### src/rtl/rx_substate_monitor.sv
// RX LTSSM substate monitor: counts consecutive good ordered sets per active lane,
// times the substate against a ms budget and reports success/failure plus the next substate.
module rx_substate_monitor #(
   parameter int MAXLANES  = 16,
   parameter int CNT_W     = 4,
   parameter int MAX_RETRY = 3
) (
   input  logic                clk,
   input  logic                reset,
   input  logic                req,
   input  logic [4:0]          substate,
   input  logic [5:0]          numberOfDetectedLanes,
   input  logic [MAXLANES-1:0] laneMatch,
   input  logic [MAXLANES-1:0] laneMismatch,
   input  logic                msTick,
   input  logic                rxElectricalIdle,
   input  logic                rcvrCfgToIdle,
   input  logic [2:0]          trainToGen,
   output logic                busy,
   output logic [MAXLANES-1:0] osCheckerEnable,
   output logic                finish,
   output logic                failed,
   output logic [4:0]          exitTo,
   output logic [1:0]          retryCount
);

   localparam logic [4:0] S_DETECT_QUIET  = 5'd0;
   localparam logic [4:0] S_DETECT_ACTIVE = 5'd1;
   localparam logic [4:0] S_POLL_ACTIVE   = 5'd2;
   localparam logic [4:0] S_POLL_CFG      = 5'd3;
   localparam logic [4:0] S_LW_START      = 5'd4;
   localparam logic [4:0] S_LW_ACCEPT     = 5'd5;
   localparam logic [4:0] S_LN_WAIT       = 5'd6;
   localparam logic [4:0] S_LN_ACCEPT     = 5'd7;
   localparam logic [4:0] S_CFG_COMPLETE  = 5'd8;
   localparam logic [4:0] S_CFG_IDLE      = 5'd9;
   localparam logic [4:0] S_L0            = 5'd10;
   localparam logic [4:0] S_REC_LOCK      = 5'd11;
   localparam logic [4:0] S_REC_CFG       = 5'd12;
   localparam logic [4:0] S_REC_SPEED     = 5'd13;
   localparam logic [4:0] S_PHASE0        = 5'd14;
   localparam logic [4:0] S_PHASE1        = 5'd15;
   localparam logic [4:0] S_PHASE2        = 5'd16;
   localparam logic [4:0] S_PHASE3        = 5'd17;
   localparam logic [4:0] S_REC_IDLE      = 5'd18;

   // Common width so required counts up to 8 compare cleanly against narrow counters.
   localparam int CW = (CNT_W > 4) ? CNT_W : 4;
   localparam logic [CNT_W-1:0] CNT_MAX = '1;

   typedef enum logic [1:0] {ST_IDLE, ST_COUNT, ST_DONE} state_t;

   state_t           state_q, state_d;
   logic [4:0]       sub_q, sub_d;
   logic [3:0]       rq_q, rq_d;
   logic [5:0]       lim_q, lim_d;
   logic [5:0]       ms_q, ms_d;
   logic [CNT_W-1:0] cnt_q [MAXLANES];
   logic [CNT_W-1:0] cnt_d [MAXLANES];
   logic [4:0]       exit_q, exit_d;
   logic             failed_q, failed_d;
   logic [1:0]       retry_q, retry_d;

   logic [MAXLANES-1:0] mask;
   logic [3:0]          new_r;
   logic [5:0]          new_t;
   logic                accept, met, timeout, success;
   logic [4:0]          succ_exit;

   assign accept  = req && (substate != S_L0) && (substate <= S_REC_IDLE);
   assign timeout = (ms_q >= lim_q);

   always_comb begin
      for (int i = 0; i < MAXLANES; i++) begin
         mask[i] = (int'(numberOfDetectedLanes) <= MAXLANES) && (i < int'(numberOfDetectedLanes));
      end
   end

   // Required consecutive-OS count and ms budget for the requested substate.
   always_comb begin
      new_r = 4'd0;
      new_t = 6'd0;
      case (substate)
         S_DETECT_QUIET:                 new_t = 6'd12;
         S_DETECT_ACTIVE:                new_t = 6'd0;
         S_POLL_ACTIVE, S_CFG_COMPLETE: begin new_r = 4'd8; new_t = 6'd24; end
         S_LW_START, S_LW_ACCEPT, S_LN_ACCEPT,
         S_PHASE0, S_PHASE1, S_PHASE2, S_PHASE3: begin new_r = 4'd2; new_t = 6'd24; end
         S_LN_WAIT, S_CFG_IDLE:          begin new_r = 4'd2; new_t = 6'd2;  end
         S_POLL_CFG, S_REC_LOCK, S_REC_CFG: begin new_r = 4'd8; new_t = 6'd48; end
         S_REC_IDLE:                     begin new_r = 4'd8; new_t = 6'd2;  end
         S_REC_SPEED:                    begin new_r = 4'd1; new_t = 6'd1;  end
         default: ;
      endcase
   end

   always_comb begin
      met = |mask;
      for (int i = 0; i < MAXLANES; i++) begin
         if (mask[i] && (CW'(cnt_q[i]) < CW'(rq_q))) met = 1'b0;
      end
   end

   always_comb begin
      case (sub_q)
         S_DETECT_QUIET:  success = rxElectricalIdle || timeout;
         S_DETECT_ACTIVE: success = timeout;
         S_REC_SPEED:     success = met && timeout;
         default:         success = met && !timeout;
      endcase
   end

   always_comb begin
      succ_exit = sub_q + 5'd1;
      if (rcvrCfgToIdle && (sub_q == S_REC_CFG))           succ_exit = S_REC_IDLE;
      else if (sub_q == S_PHASE3)                          succ_exit = S_REC_LOCK;
      else if (sub_q == S_REC_IDLE)                        succ_exit = S_L0;
      else if ((sub_q == S_REC_SPEED) && (trainToGen != 3'd3)) succ_exit = S_REC_LOCK;
   end

   // NOTE: every signal driven here gets a default first, so no path can hold a stale value (no latch).
   always_comb begin
      state_d  = state_q;
      sub_d    = sub_q;
      rq_d     = rq_q;
      lim_d    = lim_q;
      ms_d     = ms_q;
      cnt_d    = cnt_q;
      exit_d   = exit_q;
      failed_d = failed_q;
      retry_d  = retry_q;
      case (state_q)
         ST_IDLE, ST_COUNT: begin
            if (accept) begin
               // A new request in COUNT silently aborts the running substate.
               state_d = ST_COUNT;
               sub_d   = substate;
               rq_d    = new_r;
               lim_d   = new_t;
               ms_d    = '0;
               for (int i = 0; i < MAXLANES; i++) cnt_d[i] = '0;
            end else if (state_q == ST_COUNT) begin
               for (int i = 0; i < MAXLANES; i++) begin
                  if (mask[i]) begin
                     if (laneMismatch[i])                         cnt_d[i] = '0;
                     else if (laneMatch[i] && cnt_q[i] != CNT_MAX) cnt_d[i] = cnt_q[i] + 1'b1;
                  end
               end
               if (msTick && (ms_q != 6'h3f)) ms_d = ms_q + 6'd1;
               if (success) begin
                  state_d  = ST_DONE;
                  failed_d = 1'b0;
                  exit_d   = succ_exit;
                  retry_d  = '0;
               end else if (timeout) begin
                  state_d  = ST_DONE;
                  failed_d = 1'b1;
                  if ((sub_q >= S_REC_LOCK) && (sub_q <= S_REC_IDLE) && (int'(retry_q) < MAX_RETRY)) begin
                     exit_d  = S_REC_LOCK;
                     retry_d = retry_q + 2'd1;
                  end else begin
                     exit_d  = S_DETECT_QUIET;
                     retry_d = '0;
                  end
               end
            end
         end
         ST_DONE: state_d = ST_IDLE;
         default: state_d = ST_IDLE;
      endcase
   end

   // NOTE: state registers use non-blocking assignments so all flops update together at the edge.
   always_ff @(posedge clk) begin
      if (!reset) begin
         state_q  <= ST_IDLE;
         sub_q    <= '0;
         rq_q     <= '0;
         lim_q    <= '0;
         ms_q     <= '0;
         exit_q   <= '0;
         failed_q <= 1'b0;
         retry_q  <= '0;
         // NOTE: the lane counter array is reset explicitly; it is state the monitor must start clean.
         for (int i = 0; i < MAXLANES; i++) cnt_q[i] <= '0;
      end else begin
         state_q  <= state_d;
         sub_q    <= sub_d;
         rq_q     <= rq_d;
         lim_q    <= lim_d;
         ms_q     <= ms_d;
         exit_q   <= exit_d;
         failed_q <= failed_d;
         retry_q  <= retry_d;
         for (int i = 0; i < MAXLANES; i++) cnt_q[i] <= cnt_d[i];
      end
   end

   assign busy            = (state_q != ST_IDLE);
   assign finish          = (state_q == ST_DONE);
   assign osCheckerEnable = (state_q == ST_COUNT) ? mask : '0;
   assign failed          = failed_q;
   assign exitTo          = exit_q;
   assign retryCount      = retry_q;

endmodule

### config.mk
export PLATFORM = sky130hd
export DESIGN_NAME = rx_substate_monitor
export DESIGN_NICKNAME = d
export VERILOG_FILES = /design/src/rtl/rx_substate_monitor.sv
export SDC_FILE = /design/constraint.sdc
export NUM_CORES = 1
export LEC_CHECK = 0
export BUFFER_PORTS_ARGS = -buffer_cell sky130_fd_sc_hd__buf_2
export CORE_MARGIN = 4
export CORE_UTILIZATION = 63
export CTS_CLUSTER_SIZE = 28
export DETAILED_ROUTE_END_ITERATION = 10
export PLACE_DENSITY = 0.95
export SYNTH_ARGS = -nofsm -noshare
export SYNTH_HDL_FRONTEND = slang
export SYNTH_SLANG_ARGS = --single-unit
### constraint.sdc
create_clock -name clk -period 5.5 [get_ports clk]
set_input_delay 0.275 -clock clk [delete_from_list [all_inputs] [get_ports clk]]
set_output_delay 0.275 -clock clk [all_outputs]
set_load 0.01 [all_outputs]
==> results.yml, run 1 <==
final_layout:
  final_layout_size_suffix_gt1_frac: 0.1351
  insertedDiodeCount: 0
  nets: 959
  final_core_util: 0.7267
  syn_to_final_growth_pct: 10.74
clock_tree:
  ctsResizeCount: 0
  cts_buffers: 9
  cts_hold_buf: 0
  ctsLongestPathBuffers: 2
  h-tree-depth: 3
  clock_latency_ps: 370
  cts_tree: "yes"
  cts-root-buf: "clkbuf_8"
  cts.sinks: 94
  clk_pin_slew_worst_paths_ps: 100
  cts_setup_buffers: 0
setup_path:
  cp-end-kind: "register"
  cp.arrival_ps: 3300
  crit_type: "register to register"
  required_ps: 5770
  critPathMaxFanout: 17
  worst_setup_path_start_kind: "register"
yosys:
  synth-edff-count: 0
  seq_area_frac_synth: 0.3060
  syn_avg_cell_area_um2: 7.864
  syn_nets: 894
  syn_area_um2: 6150
  synth_seq_cells: 94
  yosys_warnings: 0
  yosysUniqueCellTypes: 63
  async_flop_share: 0
  synthCells: 782
  synth_ff_type: "dfxtp_1"
detailed_routing:
  ant_nets: 0
  vias_per_cell: 6.226
  drcViolationCount: 0
  dr_total_vias: 6101
  wl_per_cell_um: 16.23
  finalWirelength_mm: 15.90
  first_pass_iters: 6
  first_iter_violations: 457
global_route:
  grt_use_total: 0.2799
  grt_use_met1: 0.3564
  met2_usage: 0.4586
  grt_pass1_wl_mm: 26.21
  grt_busiest_layer: "met2"
  grt.overflow.total: 0
  grt_util_met3: 0.06141
  grt_pass1_vias: 5698
  antenna_found_initial: 0
  grt_max_degree: 56
sta:
  finalCritPeriodShare: 0.5516
  fmax_mhz: 329.6
  rsz0062_at_grt: "no"
  final_max_slew_viol_count: 0
  whs_ps: 223.0
  hold_violations: 0
  finalCriticalPeriod_ps: 3034
  max_slew_margin: 0.3359
  clock-skew-final_ps: 11.85
  worstMarginPinSlew_ps: 994.7
  finalSetupViolations: 0
  tns_ps: 0
placed_design:
  io_buffers: 77
  gp_congestion: 0.9132
  dpl.hpwl_mm: 11.59
floorplan:
  die_area_um2: 11410
  initial_core_util: 0.6562
  io_pins: 78
  die_h_um: 106.8
  die_w_um: 106.8
  core_area_um2: 9371
  rows: 35
status:
  status: "finished clean"
hold_path:
  hp-class: "primary input to register"
power_and_ir_drop:
  power.density_nw_per_um2: 214.7
  ir_worst_vdd_mv: 0.1418
  leakagePower_uw: 0.002781
job:
  max_cap_violations: 0
final cells by class:
class / count / area [µm²]
multi-input cells: 635 / 4065
fillers: 759 / 2561
flip-flops and latches: 94 / 1882
repair buffers: 80 / 407.9
well taps: 129 / 161.4
clock buffers: 9 / 123.9
inverters: 27 / 101.3
clock inverters: 6 / 68.82
report_power, final:
group	internal, µW	switching [µW]	total (µW)
Sequential	697	19.7	717
Clock	211	252	463
Combinational	104	177	282
state kept, by name (all words and copies together) (netlist names):
| signal | flops |
|---|---|
| retryCount | 2 |
| lim_q | 6 |
| rq_q | 3 |
| ms_q | 6 |
| cnt_q | 64 |
| state_q | 2 |
| sub_q | 5 |
| failed | 1 |
| exitTo | 5 |
through the flow:
stage / power (µW) / std cells / worst slack, ps / instance area, µm²
after CTS: 1464 / 980 / 2532 / 6810
after global placement: 995.1 / 965 / 2664 / 6618
final: 1462 / 980 / 2466 / 6810
after detailed placement: 1004 / 965 / 2581 / 6618
after global routing: 1529 / 980 / 2344 / 6810
after floorplan: 918.4 / 782 / 3019 / 6150
cells by family (layout without fill, tap and decap cells):
family / Yosys count / after routing / synth area share
AO/OA/AOI/OAI: 210 / 210 / 0.2126
XOR/XNOR: 30 / 30 / 0.04273
adder cells (fa/ha/maj): 60 / 60 / 0.1221
buffers and inverters: 53 / 122 / 0.03499
flip-flops: 94 / 94 / 0.3060
multiplexers: 10 / 10 / 0.01668
AND/OR/NAND/NOR: 325 / 325 / 0.2649
critical path, cell delays in order, from the launching register on:
cell	delay (ps)
dfxtp_1	310
inv_1	490
ha_1	280
nor3_1	50
a211o_1	290
a2111oi_0	370
nand4_1	280
o21ai_1	350
a21oi_1	180
mux2_2	330
cell usage after synthesis, types with 5 or more instances:
cell type	count	share of area
nor2_1	103	0.063
dfxtp_1	94	0.31
nand2_1	70	0.043
a21oi_1	64	0.052
ha_1	60	0.12
o21ai_0	53	0.043
nand3_1	28	0.023
inv_1	25	0.015
xor2_1	22	0.031
nor3_1	19	0.015
clkbuf_1	18	0.011
nand4_1	17	0.017
or3_1	16	0.016
nand2b_1	14	0.014
a211oi_1	13	0.016
a211o_1	11	0.016
nor3b_1	10	0.012
a31oi_1	9	0.0092
mux2i_1	8	0.013
xnor2_1	8	0.011
buf_2	7	0.0057
nor2b_1	7	0.0071
o21a_1	7	0.0085
a21o_1	5	0.0061
a22oi_1	5	0.0061
and2_1	5	0.0051
and3_1	5	0.0051
or4b_2	5	0.0081
metal layers:
| metal | wire (µm) | vias to the layer above |
|---|---|---|
| li1 | - | 2977 |
| met1 | 6696 | 2785 |
| met2 | 7323 | 279 |
| met3 | 1295 | 60 |
| met4 | 587 | 0 |
| met5 | 0 | - |
cell usage in the layout (no fill, tap or decap), types with 4 or more instances in the layout:
cell	Yosys	routed
nor2_1	103	102
dfxtp_1	94	94
buf_2	7	77
nand2_1	70	70
a21oi_1	64	64
ha_1	60	60
o21ai_0	53	53
nand3_1	28	28
inv_1	25	25
xor2_1	22	22
nor3_1	19	18
nand4_1	17	17
or3_1	16	16
nand2b_1	14	14
a211oi_1	13	13
a211o_1	11	11
nor3b_1	10	10
a31oi_1	9	9
clkbuf_8	0	9
xnor2_1	8	8
mux2i_1	8	8
nor2b_1	7	7
o21a_1	7	7
and2_1	5	5
and3_1	5	5
a22oi_1	5	5
or4b_2	5	5
a21o_1	5	5
or4_1	4	4
o22ai_1	4	4
or3b_1	4	4
o21ai_1	4	4
o211ai_1	4	4
a311oi_1	4	4
final timing paths:
kind                    startpoint                         end  slack (ps)  cells after the start
min                    substate[1]       sub_q[1]$_SDFFE_PN0P_         220                      3
max           rq_q[3]$_SDFFE_PN0P_  retryCount[0]$_SDFFE_PN0P_        2470                      9
max reg2reg   rq_q[3]$_SDFFE_PN0P_  retryCount[0]$_SDFFE_PN0P_        2470                      9
min reg2reg  lim_q[2]$_SDFFE_PN0P_       lim_q[2]$_SDFFE_PN0P_         460                      2
(Power assumes the default switching activity.)
==> run 2: changes to the inputs <==
--- a/config.mk
+++ b/config.mk
@@ -7,10 +7,10 @@
 export LEC_CHECK = 0
 export BUFFER_PORTS_ARGS = -buffer_cell sky130_fd_sc_hd__buf_2
 export CORE_MARGIN = 4
-export CORE_UTILIZATION = 63
+export CORE_UTILIZATION = 59
 export CTS_CLUSTER_SIZE = 28
 export DETAILED_ROUTE_END_ITERATION = 10
-export PLACE_DENSITY = 0.95
+export PLACE_DENSITY = 0.92
 export SYNTH_ARGS = -nofsm -noshare
 export SYNTH_HDL_FRONTEND = slang
 export SYNTH_SLANG_ARGS = --single-unit
==> constraint.sdc (replaced) <==
create_clock -name clk -period 3.1 [get_ports clk]
set_input_delay 0.155 -clock clk [delete_from_list [all_inputs] [get_ports clk]]
set_output_delay 0.155 -clock clk [all_outputs]
set_load 0.01 [all_outputs]
==> results.yml, run 2 (synthesized netlist as in run 1, its figures left out) <==
status:
  status: "finished clean"
floorplan:
  rows: 37
  die_h_um: 110.1
  die_w_um: 110.1
  io_pins: 78
  initial_core_util: 0.6011
  die_area_um2: 12120
  core_area_um2: 10230
sta:
  final_max_slew_viol_count: 0
  finalSetupViolations: 0
  fmax_mhz: 358.7
  max_slew_margin: 0.4313
  clock-skew-final_ps: 10.75
  tns_ps: 0
  hold_violations: 0
  worstMarginPinSlew_ps: 848.4
  whs_ps: 87.62
  finalCritPeriodShare: 0.8994
  rsz0062_at_grt: "no"
  finalCriticalPeriod_ps: 2788
final_layout:
  layout_commonest_cell: "nor2_1"
  syn_to_final_growth_pct: 12.76
  reg_top3: "cnt_q (64), lim_q (6), ms_q (6)"
  largest-register: "cnt_q"
  nets: 971
  insertedDiodeCount: 0
  layout_common_cells: "102 x nor2_1, 94 x dfxtp_1, 77 x buf_2"
  largest_reg_flops: 64
  final_layout_size_suffix_gt1_frac: 0.1505
clock_tree:
  cts_buffers: 9
  ctsLongestPathBuffers: 2
  cts_tree: "yes"
  cts-root-buf: "clkbuf_8"
  clk_pin_slew_worst_paths_ps: 90
  clock_latency_ps: 380
  h-tree-depth: 3
  cts_hold_buf: 0
  cts.sinks: 94
setup_path:
  r2r_end: "exitTo[0]$_SDFFE_PN0P_"
  cp-end-kind: "register"
  required_ps: 3370
  rr_startpoint: "sub_q[1]$_SDFFE_PN0P_"
  ff2ff_path_depth: 10
  worst_path_max_delay_cell: "dfxtp_1"
  path_cells: "inv_1 > ha_1 > o21a_1 > a211o_1 > a2111oi_1 > nand4_1 > buf_4 > o21ai_2 > nand3_1 > a311oi_1"
  cp.arrival_ps: 3060
  crit_type: "register to register"
  worst_setup_path_start_kind: "register"
  critPathLaunch: "sub_q[1]$_SDFFE_PN0P_"
  r2r_setup_slack_ps: 310
  cpPeakStageDelay_ps: 410
  critPathMaxFanout: 8
global_route:
  grt_pass1_wl_mm: 26.15
  antenna_found_initial: 0
  grt_pass1_vias: 5597
  grt.overflow.total: 0
  grt_use_total: 0.2729
  grt_max_degree: 39
power_and_ir_drop:
  finalPower_uw: 2646
  leakagePower_uw: 0.002839
  power.density_nw_per_um2: 381.6
  ir_worst_vdd_mv: 0.3721
detailed_routing:
  met1_length_mm: 6.805
  wl_per_cell_um: 16.44
  first_iter_violations: 437
  wl_met3_mm: 1.296
  first_pass_iters: 7
  dr_wl_met2_mm: 7.879
  vias_per_cell: 6.153
  drcViolationCount: 0
  ant_nets: 0
  finalWirelength_mm: 16.44
  highest_layer: "met4"
  dr_total_vias: 6153
hold_path:
  hp-class: "primary input to register"
  hp-start: "laneMismatch[13]"
  holdPathEnd: "cnt_q[9]$_SDFFE_PN0P_"
  min_path_cells: 4
placed_design:
  gp_congestion: 0.9334
  io_buffers: 77
  dpl.hpwl_mm: 12.35
job:
  max_cap_violations: 0
-- run 2: cell types whose count changed in the layout (fill, tap and decap cells not counted) --
cell	previous run	this run
clkbuf_8	9	11
inv_1	25	24
o21ai_2	2	3
clkinv_4	1	0
a2111oi_1	0	1
inv_6	2	0
a2111oi_0	2	1
o21ai_1	4	3
buf_4	3	15
clkinvlp_4	1	4
-- run 2: final cells by class --
type | count | area, µm²
timing repair buffer | 92 | 498.0
inverter | 27 | 105.1
multi-input combinational | 635 | 4070
sequential | 94 | 1882
tap | 136 | 170.2
clock inverter | 5 | 57.56
clock buffer | 11 | 151.4
fill | 861 | 3297
-- run 2: worst max path at each step --
stage | slack (ps) | endpoint
4_1_cts | 80 | retryCount[0]$_SDFFE_PN0P_
3_3_place_gp | 250 | retryCount[0]$_SDFFE_PN0P_
6_report | 310 | exitTo[0]$_SDFFE_PN0P_
2_1_floorplan | 620 | retryCount[0]$_SDFFE_PN0P_
3_5_place_dp | 100 | retryCount[0]$_SDFFE_PN0P_
5_1_grt | 40 | retryCount[0]$_SDFFE_PN0P_
-- run 2: power breakdown --
group	total (µW)	switching [µW]	internal, µW
clock	857	442	415
combinational	516	317	199
sequential	1270	35.5	1240
-- run 2: what timing repair did --
| action | in CTS | in global routing |
|---|---|---|
| resized for setup | 0 | 3 |
| buffers inserted | 0 | 5 |
| setup endpoints to repair | 0 | 8 |
-- run 2: critical path, delay by kind of cell, from the launching register on --
family,cells,cell delay [ps]
AO/OA/AOI/OAI,5,1440
flip-flops,1,410
buffers and inverters,2,290
AND/OR/NAND/NOR,2,270
adder cells (fa/ha/maj),1,250
-- run 2: metrics by stage --
step	area (µm²)	util	cells	setup WS [ps]
after global routing	6934	0.6778	1000	38.03
after global placement	6679	0.6528	979	254.7
after CTS	6888	0.6732	995	78.73
after detailed placement	6679	0.6528	979	98.45
final	6934	0.6778	1000	312.0
after floorplan	6150	-	782	619.2
-- run 2: layer usage --
metal  global-route usage  vias to the layer above
li1                     -                     3003
met4               0.1011                        0
met1               0.3361                     2860
met3              0.05591                       43
met5                    0                        -
met2               0.4697                      247
==> run 3: changes to the inputs <==
--- a/config.mk
+++ b/config.mk
@@ -7,10 +7,11 @@
 export LEC_CHECK = 0
 export BUFFER_PORTS_ARGS = -buffer_cell sky130_fd_sc_hd__buf_2
 export CORE_MARGIN = 4
-export CORE_UTILIZATION = 59
+export CORE_UTILIZATION = 30
+export CTS_CLUSTER_DIAMETER = 200
 export CTS_CLUSTER_SIZE = 28
 export DETAILED_ROUTE_END_ITERATION = 10
-export PLACE_DENSITY = 0.92
+export PLACE_DENSITY = 0.58
 export SYNTH_ARGS = -nofsm -noshare
 export SYNTH_HDL_FRONTEND = slang
 export SYNTH_SLANG_ARGS = --single-unit
==> results.yml, run 3 (synthesized netlist as in run 1, its figures left out) <==
clock_tree:
  clk_pin_slew_worst_paths_ps: 70
  cts_hold_buf: 0
  cts_tree: "yes"
  ctsLongestPathBuffers: 2
  clock_latency_ps: 360
  cts-root-buf: "clkbuf_16"
  h-tree-depth: 3
  cts_buffers: 9
  cts.sinks: 94
detailed_routing:
  dr_total_vias: 5913
  highest_layer: "met4"
  vias_per_cell: 5.214
  drcViolationCount: 0
  ant_nets: 0
  finalWirelength_mm: 17.99
  first_pass_iters: 5
  first_iter_violations: 284
  wl_met3_um: 618
  wl_per_cell_um: 15.87
  met1_length_mm: 8.513
  dr_wl_met2_mm: 8.303
floorplan:
  rows: 52
  io_pins: 78
  die_w_um: 151.2
  core_area_um2: 20170
  initial_core_util: 0.3049
  die_area_um2: 22850
  die_h_um: 151.2
sta:
  rsz0062_at_grt: "no"
  worstMarginPinSlew_ps: 630.5
  max_slew_margin: 0.5787
  finalCritPeriodShare: 0.9164
  final_max_slew_viol_count: 0
  finalCriticalPeriod_ps: 2841
  fmax_mhz: 352.0
  hold_violations: 0
  finalSetupViolations: 0
  tns_ps: 0
  clock-skew-final_ps: 8.938
setup_path:
  critPathMaxFanout: 10
  r2r_setup_slack_ps: 260
  cp.arrival_ps: 3080
  cp-end-kind: "register"
  worst_setup_path_start_kind: "register"
  crit_type: "register to register"
  required_ps: 3340
final_layout:
  largest-register: "cnt_q"
  reg_top3: "cnt_q (64), lim_q (6), ms_q (6)"
  final_layout_size_suffix_gt1_frac: 0.1493
  largest_reg_flops: 64
  syn_to_final_growth_pct: 17.09
  fin_area_um2: 7201
  layout_common_cells: "102 x nor2_1, 94 x dfxtp_1, 77 x buf_2"
  nets: 972
  layout_commonest_cell: "nor2_1"
  insertedDiodeCount: 0
power_and_ir_drop:
  leakagePower_uw: 0.002889
  ir_worst_vdd_mv: 0.1988
  power.density_nw_per_um2: 406.8
global_route:
  grt.overflow.total: 0
  grt_max_degree: 43
  grt_pass1_vias: 5520
  grt_pass1_wl_mm: 28.74
  grt_use_total: 0.1591
  antenna_found_initial: 0
placed_design:
  placed_cell_area_um2: 6884
  dpl.hpwl_mm: 13.96
  gp_congestion: 0.9019
  io_buffers: 77
hold_path:
  hp-class: "primary input to register"
status:
  status: "finished clean"
job:
  max_cap_violations: 0
==> run 3: cell count changes in the layout (fill, tap and decap cells not counted), sizes merged <==
cell	delta
buf	+1
clkbuf	-1
clkinvlp	-2
inv	+2
==> run 3: critical path: stages (launching register included) <==
cell	delay [ps]
dfxtp_1	300
inv_1	240
buf_4	260
ha_1	260
a211o_1	260
a211oi_1	280
a21oi_1	130
nand4_1	110
buf_4	150
o21ai_4	90
or4_1	510
o2111a_1	140
==> run 3: power by group <==
group	switching, µW	internal, µW
combinational	326	200
sequential	32.9	1240
clock	488	644
total	847	2080
==> run 3: cell type report <==
cell class	count	area (µm²)
Timing Repair Buffer	93	505.5
Multi-Input combinational cell	635	4076
Inverter	27	101.3
Fill cell	2152	12970
Tap cell	270	337.8
Clock inverter	5	58.81
Sequential cell	94	1882
Clock buffer	10	239.0
==> run 3: repair_timing <==
item                                    4_1_cts  5_1_grt
endpoints found under the setup margin        0        5
setup buffers                                 0        1
resized for setup                             0        2
==> run 3: routing by layer <==
layer,track usage,vias up
li1,-,3013
met1,0.2138,2755
met2,0.2545,112
met3,0.02095,33
met4,0.07162,0
met5,0,-
==> run 3: path summary, 6_finish.rpt <==
kind	start	depth (start not counted)	to
worst max-delay path	rq_q[1]$_SDFFE_PN0P_	11	exitTo[1]$_SDFFE_PN0P_
worst min register to register	exitTo[4]$_SDFFE_PN0P_	2	exitTo[4]$_SDFFE_PN0P_
worst min-delay path	substate[3]	3	sub_q[3]$_SDFFE_PN0P_
worst max register to register	rq_q[1]$_SDFFE_PN0P_	11	exitTo[1]$_SDFFE_PN0P_
==> run 3: through the flow <==
step | total power, µW | util | instances | hold WS (ps) | setup slack, ps
2_1_floorplan | 1629 | - | 782 | 326.1 | 619.2
3_3_place_gp | 1810 | 0.3413 | 1118 | 444.5 | 301.1
3_5_place_dp | 1815 | 0.3413 | 1118 | 455.8 | 248.0
4_1_cts | 2953 | 0.3561 | 1133 | 102.3 | 224.5
5_1_grt | 3068 | 0.3570 | 1134 | 115.8 | 34.15
6_report | 2929 | 0.3570 | 1134 | 118.0 | 259.0
